## config.mk

```make
export PLATFORM = sky130hd
export DESIGN_NAME = uart_rx_frame_ctrl
export DESIGN_NICKNAME = d
export VERILOG_FILES = /design/src/rtl/uart_rx_frame_ctrl_pkg.sv /design/src/rtl/uart_rx_sampler.sv /design/src/rtl/uart_rx_frame_ctrl.sv
export SDC_FILE = /design/constraint.sdc
export NUM_CORES = 1
export LEC_CHECK = 0
export CAP_MARGIN = 20
export CORE_MARGIN = 1.5
export CORE_UTILIZATION = 45
export CTS_CLUSTER_SIZE = 40
export DETAILED_ROUTE_END_ITERATION = 10
export SLEW_MARGIN = 10
export SYNTH_ARGS = -nofsm -noshare
export SYNTH_HDL_FRONTEND = slang
export SYNTH_HIERARCHICAL = 1
export SYNTH_SLANG_ARGS = --single-unit
```

## constraint.sdc

```tcl
create_clock -name clk -period 3.9 [get_ports clk]
set_clock_uncertainty 0.2 [all_clocks]
set_input_delay 1.17 -clock clk [delete_from_list [all_inputs] [get_ports clk]]
set_output_delay 1.17 -clock clk [all_outputs]
set_load 0.05 [all_outputs]
```

## src/rtl/uart_rx_frame_ctrl_pkg.sv

```systemverilog
// Shared UART receive definitions: FSM state encoding, prescale floor, parity-mode encodings.
package uart_rx_frame_ctrl_pkg;

  localparam int unsigned MIN_PRESCALE = 8;
  localparam logic PAR_EVEN = 1'b0;
  localparam logic PAR_ODD  = 1'b1;

  typedef enum logic [2:0] {
    IDLE   = 3'd0,
    START  = 3'd1,
    DATA   = 3'd2,
    PARITY = 3'd3,
    STOP1  = 3'd4,
    STOP2  = 3'd5
  } rx_state_e;

  function automatic int unsigned eff_prescale(input int unsigned p);
    return (p < MIN_PRESCALE) ? MIN_PRESCALE : p;
  endfunction

endpackage

```

## src/rtl/uart_rx_sampler.sv

```systemverilog
// Per-bit edge counter with 3-sample majority vote around the bit centre.
module uart_rx_sampler #(
  parameter int PRE_W = 6
) (
  input  logic             clk,
  input  logic             rst,
  input  logic             run,
  input  logic             rx_in,
  input  logic [PRE_W-1:0] p,
  output logic             bit_val,
  output logic             strobe,
  output logic             bit_end
);

  localparam logic [PRE_W-1:0] ONE = PRE_W'(1);
  localparam logic [PRE_W-1:0] TWO = PRE_W'(2);

  logic [PRE_W-1:0] edge_cnt;
  logic [PRE_W-1:0] half;
  logic [2:0]       smp;
  logic             smp_en;

  assign half    = p >> 1;
  assign smp_en  = run && ((edge_cnt == half - ONE) || (edge_cnt == half) || (edge_cnt == half + ONE));
  assign strobe  = run && (edge_cnt == half + TWO);
  assign bit_end = run && (edge_cnt == p - ONE);
  assign bit_val = (smp[0] & smp[1]) | (smp[0] & smp[2]) | (smp[1] & smp[2]);

  // Counter parks at 0 while idle so START always begins at edge 0.
  always_ff @(posedge clk or negedge rst) begin
    if (!rst) begin
      edge_cnt <= '0;
      smp      <= '0;
    end else begin
      if (!run)         edge_cnt <= '0;
      else if (bit_end) edge_cnt <= '0;
      else              edge_cnt <= edge_cnt + ONE;
      if (smp_en) smp <= {smp[1:0], rx_in};
    end
  end

endmodule

```

## src/rtl/uart_rx_frame_ctrl.sv

```systemverilog
// UART receive controller: frame FSM, bit counting, deserialisation, parity and stop checks.
module uart_rx_frame_ctrl
  import uart_rx_frame_ctrl_pkg::*;
#(
  parameter int DATA_W = 8,
  parameter int PRE_W  = 6
) (
  input  logic              clk,
  input  logic              rst,
  input  logic              rx_in,
  input  logic [PRE_W-1:0]  prescale,
  input  logic              par_en,
  input  logic              par_odd,
  input  logic              two_stop,
  output logic [DATA_W-1:0] rx_data,
  output logic              rx_valid,
  output logic              par_err,
  output logic              frm_err,
  output logic              busy
);

  localparam int CNT_W = $clog2(DATA_W + 1);
  localparam logic [CNT_W-1:0] LAST_BIT = CNT_W'(DATA_W - 1);

  rx_state_e         state, state_nx;
  logic [PRE_W-1:0]  p_q;
  logic              par_en_q, par_odd_q, two_stop_q;
  logic [CNT_W-1:0]  bit_cnt;
  logic [DATA_W-1:0] shreg;
  logic              par_bad, frm_bad, frm_now, exp_par;
  logic              bit_val, strobe, bit_end;
  logic              start_det, finish;

  assign busy      = (state != IDLE);
  assign start_det = (state == IDLE) && !rx_in;
  assign exp_par   = (par_odd_q == PAR_ODD) ? ~^shreg : ^shreg;
  assign frm_now   = frm_bad | (strobe & ~bit_val);

  uart_rx_sampler #(.PRE_W(PRE_W)) u_sampler (
    .clk     (clk),
    .rst     (rst),
    .run     (busy),
    .rx_in   (rx_in),
    .p       (p_q),
    .bit_val (bit_val),
    .strobe  (strobe),
    .bit_end (bit_end)
  );

  always_ff @(posedge clk or negedge rst) begin
    if (!rst) state <= IDLE;
    else      state <= state_nx;
  end

  always_comb begin
    state_nx = state;
    finish   = 1'b0;
    unique case (state)
      IDLE:   if (!rx_in) state_nx = START;
      START:  if (strobe && bit_val) state_nx = IDLE;
              else if (bit_end)      state_nx = DATA;
      DATA:   if (bit_end && bit_cnt == LAST_BIT) state_nx = par_en_q ? PARITY : STOP1;
      PARITY: if (bit_end) state_nx = STOP1;
      STOP1:  if (two_stop_q) begin
                if (bit_end) state_nx = STOP2;
              end else if (strobe) begin
                finish   = 1'b1;
                state_nx = IDLE;
              end
      STOP2:  if (strobe) begin
                finish   = 1'b1;
                state_nx = IDLE;
              end
      default: state_nx = IDLE;
    endcase
  end

  // Frame config is frozen at the start edge; mid-frame input changes are ignored.
  always_ff @(posedge clk or negedge rst) begin
    if (!rst) begin
      p_q        <= PRE_W'(MIN_PRESCALE);
      par_en_q   <= 1'b0;
      par_odd_q  <= PAR_EVEN;
      two_stop_q <= 1'b0;
    end else if (start_det) begin
      p_q        <= PRE_W'(eff_prescale(32'(prescale)));
      par_en_q   <= par_en;
      par_odd_q  <= par_odd;
      two_stop_q <= two_stop;
    end
  end

  always_ff @(posedge clk or negedge rst) begin
    if (!rst) begin
      bit_cnt  <= '0;
      shreg    <= '0;
      par_bad  <= 1'b0;
      frm_bad  <= 1'b0;
      rx_data  <= '0;
      rx_valid <= 1'b0;
      par_err  <= 1'b0;
      frm_err  <= 1'b0;
    end else begin
      rx_valid <= 1'b0;
      par_err  <= 1'b0;
      frm_err  <= 1'b0;
      if (start_det) begin
        bit_cnt <= '0;
        par_bad <= 1'b0;
        frm_bad <= 1'b0;
      end
      if (state == DATA && strobe)  shreg   <= {bit_val, shreg[DATA_W-1:1]};
      if (state == DATA && bit_end) bit_cnt <= bit_cnt + CNT_W'(1);
      if (state == PARITY && strobe) par_bad <= (bit_val != exp_par);
      if ((state == STOP1 || state == STOP2) && strobe && !bit_val) frm_bad <= 1'b1;
      if (finish) begin
        rx_valid <= !par_bad && !frm_now;
        par_err  <= par_bad;
        frm_err  <= frm_now;
        if (!par_bad && !frm_now) rx_data <= shreg;
      end
    end
  end

endmodule

```

=== Yosys cells after proc, flatten, opt, wreduce, memory -nomap -nowiden ===
Cells that the tools add are included.

* Reduce and logical (&&, ||, !) cells: 28
* Mux-type cells: 25
* Equal/unequal tests: 17
* Add/subtract/negate cells: 6
* Magnitude comparators: 1
* Bitwise gates (word level): 8

{| class="wikitable"
|+ Operator list
! kind !! number
|-
| 3-bit two-way mux || 9
|-
| 6-bit equality test || 4
|-
| 6-bit two-way mux || 3
|-
| 3-bit case mux with 6 select lines || 1
|-
| 1-bit logical AND || 12
|-
| 1-bit two-way mux || 9
|-
| 4-bit two-way mux || 2
|-
| 8-bit XNOR reduction || 1
|-
| 8-bit parity || 1
|-
| 5-bit by 1-bit adder with 6-bit output, second input constant || 1
|-
| 5-bit by 2-bit adder with 6-bit output, second input constant || 1
|-
| 6-bit by 1-bit adder with 6-bit output, second input constant || 1
|-
| 3-bit by 2-bit equality test with 1-bit output, second input constant || 2
|-
| 3-bit equality test, second input constant || 2
|-
| 6-bit by 5-bit equality test with 1-bit output || 1
|-
| 6-bit by 4-bit < comparator with 1-bit output, second input constant || 1
|-
| 2-bit inequality test, second input constant || 3
|-
| 3-bit inequality test, second input constant || 2
|-
| 2-bit nonzero test || 3
|-
| 5-bit by 1-bit subtractor with 6-bit output, second input constant || 1
|-
| 6-bit by 1-bit subtractor with 6-bit output, second input constant || 1
|-
| 5-bit AND reduction || 1
|-
| 4-bit by 1-bit adder with 4-bit output, second input constant || 1
|-
| 1-bit bitwise AND || 4
|-
| other kinds (11) || 18
|}

* Output and inout port bits: 12
* Register bits: 46

=== Longest topological paths before layout ===
* Depth in word-level cells: 9
* Mapped depth: 12

=== Cells and area by module ===
Netlist, hierarchy kept.

{| class="wikitable"
|+ By module, submodules not included
! module !! seq. area each (um^2) !! times used !! cells each !! area an instance (um^2)
|-
| uart_rx_frame_ctrl || 927.1 || 1 || 141 || 1,725.4
|-
| uart_rx_sampler || 225.2 || 1 || 112 || 949.7
|}

=== Worst setup path before layout ===
OpenSTA, ideal clock, no wires.

* Path type: register to register
* Start point: register state[0]
* End point: register shreg[0]
* Buffers on the path: 1
* Stages on the path, launching flop included: 8
* Setup slack: 0.854 ns
* Data required time: 3.575 ns
* Library setup time: 0.125 ns
* Period minus slack after synthesis: 3.046 ns
* Arrival time: 2.722 ns
* Path through: dfrtp_1 > buf_2 > or3_1 > nand2_1 > or4_1 > nor2_1 > nor3b_4 > mux2_2

* Word-level cells in the longest chain between the ends: 3

{| class="wikitable"
|+ Ends and longest elaborated chain
! element !! line !! text
|-
| start, declared || uart_rx_frame_ctrl.sv:25 || <nowiki>rx_state_e state, state_nx;</nowiki>
|-
| start signal, assigned || uart_rx_frame_ctrl.sv:52 || <nowiki>else state <= state_nx;</nowiki>
|-
| 3-bit nonzero test || uart_rx_frame_ctrl.sv:34 || <nowiki>assign busy = (state != IDLE);</nowiki>
|-
| net busy || uart_rx_frame_ctrl.sv:19 || <nowiki>output logic busy</nowiki>
|-
| 1-bit logical AND || uart_rx_sampler.sv:25 || <nowiki>assign strobe = run && (edge_cnt == half + TWO);</nowiki>
|-
| net strobe || uart_rx_frame_ctrl.sv:31 || <nowiki>logic bit_val, strobe, bit_end;</nowiki>
|-
| 1-bit logical AND || uart_rx_frame_ctrl.sv:112 || <nowiki>if (state == DATA && strobe) shreg <= {bit_val, shreg[DATA_W-1:1]};</nowiki>
|-
| end signal, assigned || uart_rx_frame_ctrl.sv:112 ||
|-
| end, declared || uart_rx_frame_ctrl.sv:29 || <nowiki>logic [DATA_W-1:0] shreg;</nowiki>
|}

The timed path passes the listed nets, and every way through them passes these cells.
A chain may end at the register's enable or synchronous reset.

=== Worst setup path after layout ===
* Start point: register state[1]
* End point: output port busy

* Word-level cells in the longest chain between the ends: 1

{| class="wikitable"
|+ Ends and longest elaborated chain
! element !! line
|-
| 3-bit nonzero test || uart_rx_frame_ctrl.sv:34
|-
| end, declared || uart_rx_frame_ctrl.sv:19
|}

No other way between the ends.

==> Flow_metrics.wiki <==
{| class="wikitable"
! Metric !! Value
|-
| Number of cell rows || 27
|-
| Post-route ant nets || 0
|-
| Final setup viols || 0
|-
| Destination of the worst register-to-register timing path || shreg[2]$_DFFE_PN0P_
|-
| Crit path arrival time || approximately 2.1 ns
|-
| Number of remaining DRC errors || 0
|-
| Average routed wire per standard cell || approximately 14 um
|-
| Final-report hold violation count || 0
|-
| Setup CP Type || flip-flop to output port
|-
| Post-synthesis net count || 274
|-
| Type of element launching the critical path || flip-flop
|-
| Slew Limit Fails || 0
|-
| Num CTS Buffers || 5
|-
| Post-CTS setup buffers || 0
|-
| Reg2Reg Launch Point || p_q[3]$_DFFE_PN1P_
|-
| Total standard cell area after synthesis || 2680 um^2
|-
| Initial standard-cell utilization of the core || a little under half
|-
| Combinational family with the most area after synthesis || simple AND/OR/NAND/NOR gates
|-
| Synth-to-Final Area Change || 15.2%
|-
| Vias in the first global route || 1652
|-
| First-pass DRT Iterations || 4
|-
| Detail-routed via count per cell || 5.09
|-
| Relative slew slack || 64.3%
|-
| Maximum achievable frequency || 0.286 GHz
|-
| Gate Count Post-Synth || about 250
|-
| Number of clock sinks || 46
|-
| Synth Flop Type || dfrtp_1
|-
| Placement Cell Area || 2970 um^2
|-
| Leakage component of the power || 1.36 nW
|-
| Fraction of the mapped netlist area in compound gates || 8.09%
|-
| Worst hold slack after final layout || 0.307 ns
|-
| Leftover overflow at the end of global routing || 0
|-
| Largest net degree at the start of global routing || 25
|-
| Routed Wire Length || 4.84 mm
|-
| Depth of the worst hold-timing path || 1
|-
| Worst Setup Slack, final || 0.402 ns
|-
| GRT Resource Usage Total || approximately 17%
|-
| Pre-CTS setup slack || 0.685 ns
|-
| Depth of the worst register-to-register path || 7
|-
| Portion of the clock cycle consumed by the worst path in the final layout || 89.7%
|-
| Die X-Extent || 80.1 um
|-
| Vert. Die Dim || between 80 and 90 um
|-
| Number of DRC violations after detailed-routing iteration 0 || 76
|-
| Proportion of synthesized flip-flops having asynchronous set or reset || 100%
|-
| Power density over cell area || 700 nW/um^2
|-
| Worst R2R Setup Slack || 0.66 ns
|-
| Met2 usage || 22.9%
|-
| End point of the most critical hold path || u_sampler/smp[2]$_DFFE_PN0P_
|-
| Post-synthesis mux area share || 9.68%
|-
| Global routing usage on met3 || 3.41%
|-
| Design Area, Final || 3080 um^2
|-
| Clock root buffer || clkbuf_8
|-
| Clock tree from TritonCTS || done
|-
| Total of cells resized after clock tree synthesis || 0
|-
| Worst-skew pair later-pin latency || ~0.3 ns
|-
| Setup tns final || 0 ns
|-
| Measured slew at the worst slew-check pin || ~0.54 ns
|-
| Clock Tree Buf Depth || 2
|-
| Share of synthesized cell area in and, or, nand and nor gates || 18.0%
|-
| RSZ-0062 raised after global routing || no
|-
| Critical path fanouts, max || 13
|-
| Vias after detailed routing || 1790
|-
| Post-synth EDFFs || 0
|-
| CTS H-tree depth || 2
|-
| # port buffers || 23
|-
| Data required time at the worst endpoint || 2.53 ns
|-
| Register clock-pin slew on the reported worst setup and hold paths || about 0.09 ns
|-
| Class of the tightest hold or removal check || flip-flop to flip-flop
|-
| Total Nets Final || 300
|-
| Core area || about 5600 um^2
|-
| Fraction of layout cells with a size suffix above 1 || 15.7%
|-
| Die footprint || 6420 um^2
|-
| ANT cells || 0
|-
| Status || finished clean
|-
| Initial antenna violation count || 0
|-
| GR Layer Usage met1 || about a quarter
|-
| Peak-usage layer in the global routing report || met1
|-
| Setup crit end kind || output port
|-
| Fraction of the yosys area taken by sequential cells || 43.1%
|-
| Gp weighted congestion || 0.794
|-
| First-pass GRT wire length || 8.20 mm
|-
| Highest ir drop seen on vdd || 0.000322 V
|-
| I/O pin count || 24
|-
| Launch instance of the worst min-delay path || u_sampler/smp[2]$_DFFE_PN0P_
|-
| Adder and majority cell fraction of the synthesized area || 4.58%
|-
| Number of synthesized register bits || 46
|-
| Post-synthesis xor/xnor area fraction || 12.6%
|-
| Sum of net half-perimeters after detailed placement || 3.64 mm
|-
| Distinct cell type count after synthesis || 54
|-
| Fin crit period || 3.50 ns
|-
| Final standard cell utilization of the core || a little over half
|-
| Hold Buf Count CTS || 0
|-
| Average cell area after synthesis || around 11 um^2
|-
| Number of warnings printed during yosys synthesis || 6
|-
| Number of max-capacitance violations reported || 0
|}
report_power, final:
group          switching [mW]  internal, mW  leakage (nW)  total [mW]
clock                   0.161         0.191        0.0514       0.352
combinational           0.519         0.497         0.703        1.02
sequential              0.188         0.603         0.605       0.791
total                   0.868          1.29          1.36        2.16
cells in the mapped netlist (all sizes together), types with 2 or more instances:
| cell | instances | share of area, % |
|---|---|---|
| xnor2 | 25 | 8.5 |
| xor2 | 10 | 3.3 |
| nand2 | 21 | 2.9 |
| a31oi | 2 | 0.47 |
| ha | 9 | 4.2 |
| nor2b | 3 | 0.70 |
| a21oi | 4 | 0.75 |
| nand3b | 2 | 1.0 |
| and3b | 2 | 0.65 |
| nor3 | 4 | 0.94 |
| nand4 | 2 | 0.47 |
| nor3b | 3 | 1.3 |
| nor4 | 3 | 1.5 |
| inv | 14 | 2.0 |
| nand2b | 4 | 1.2 |
| and3 | 3 | 0.70 |
| nand3 | 9 | 1.7 |
| o21ai | 15 | 2.8 |
| or3 | 3 | 0.70 |
| mux2 | 23 | 9.7 |
| dfrtp | 45 | 42 |
| buf | 8 | 1.9 |
| nor2 | 18 | 2.5 |
cell usage in the layout (no fill, tap or decap), drive strengths merged, types with 3 or more instances in the layout:
master / Yosys / routed
dfrtp: 45 / 45
xnor2: 25 / 25
mux2: 23 / 23
clkdlybuf4s50: 0 / 22
nand2: 21 / 21
nor2: 18 / 18
o21ai: 15 / 15
inv: 14 / 14
xor2: 10 / 10
nand3: 9 / 9
ha: 9 / 9
clkbuf: 1 / 6
buf: 8 / 6
a21oi: 4 / 4
nand2b: 4 / 4
nor3: 4 / 4
or3: 3 / 3
nor2b: 3 / 3
and3: 3 / 3
nor3b: 3 / 3
nor4: 3 / 3
flip-flops by register name, summed over array words and instances (netlist names), 3 cells and up:
name,count
rx_data,8
shreg,8
p_q,6
u_sampler/edge_cnt,6
bit_cnt,4
state,3
u_sampler/smp,3
how the worst max path moves through the flow:
stage                         startpoint                   end  cells after the start
floorplan           state[0]$_DFFE_PN0P_  shreg[0]$_DFFE_PN0P_                      7
global placement    state[1]$_DFFE_PN0P_                  busy                      2
detailed placement    p_q[3]$_DFFE_PN1P_  shreg[3]$_DFFE_PN0P_                      7
CTS                 state[1]$_DFFE_PN0P_                  busy                      2
global route        state[1]$_DFFE_PN0P_                  busy                      2
finish              state[1]$_DFFE_PN0P_                  busy                      2
per-stage QoR:
step                      total power, mW  cells
after floorplan                      1.60    253
after global placement               1.81    344
after detailed placement             1.82    344
after CTS                            2.18    352
after global routing                 2.34    352
final                                2.16    352
routing by layer:
| metal | share of wire [%] | routed length, um | up-vias |
|---|---|---|---|
| met5 | 0 | 0 | - |
| met4 | 1.6 | 76 | 0 |
| met3 | 2.6 | 124 | 8 |
| met2 | 40 | 1940 | 19 |
| met1 | 56 | 2700 | 841 |
| li1 | - | - | 922 |
area by class of cell:
type                            count  area [um^2]
Fill cell                         527         2520
Multi-Input combinational cell    184         1420
Sequential cell                    46         1150
Timing Repair Buffer               28          263
Tap cell                           72         90.1
Clock buffer                        6         72.6
Inverter                           14         52.6
Clock inverter                      2         37.5
cell families after synthesis:
group / count (synthesis)
xor+xnor: 36
simple gates: 82
compound gates: 33
buf+inv: 23
flops: 46
fa+ha+maj: 10
mux: 23
worst max-delay path, cell delays in order, from the launching register on:
cell             delay, ns
dfrtp_1               0.55
or3_1                 0.53
clkdlybuf4s50_1       0.74
(Power assumes the default switching activity.)
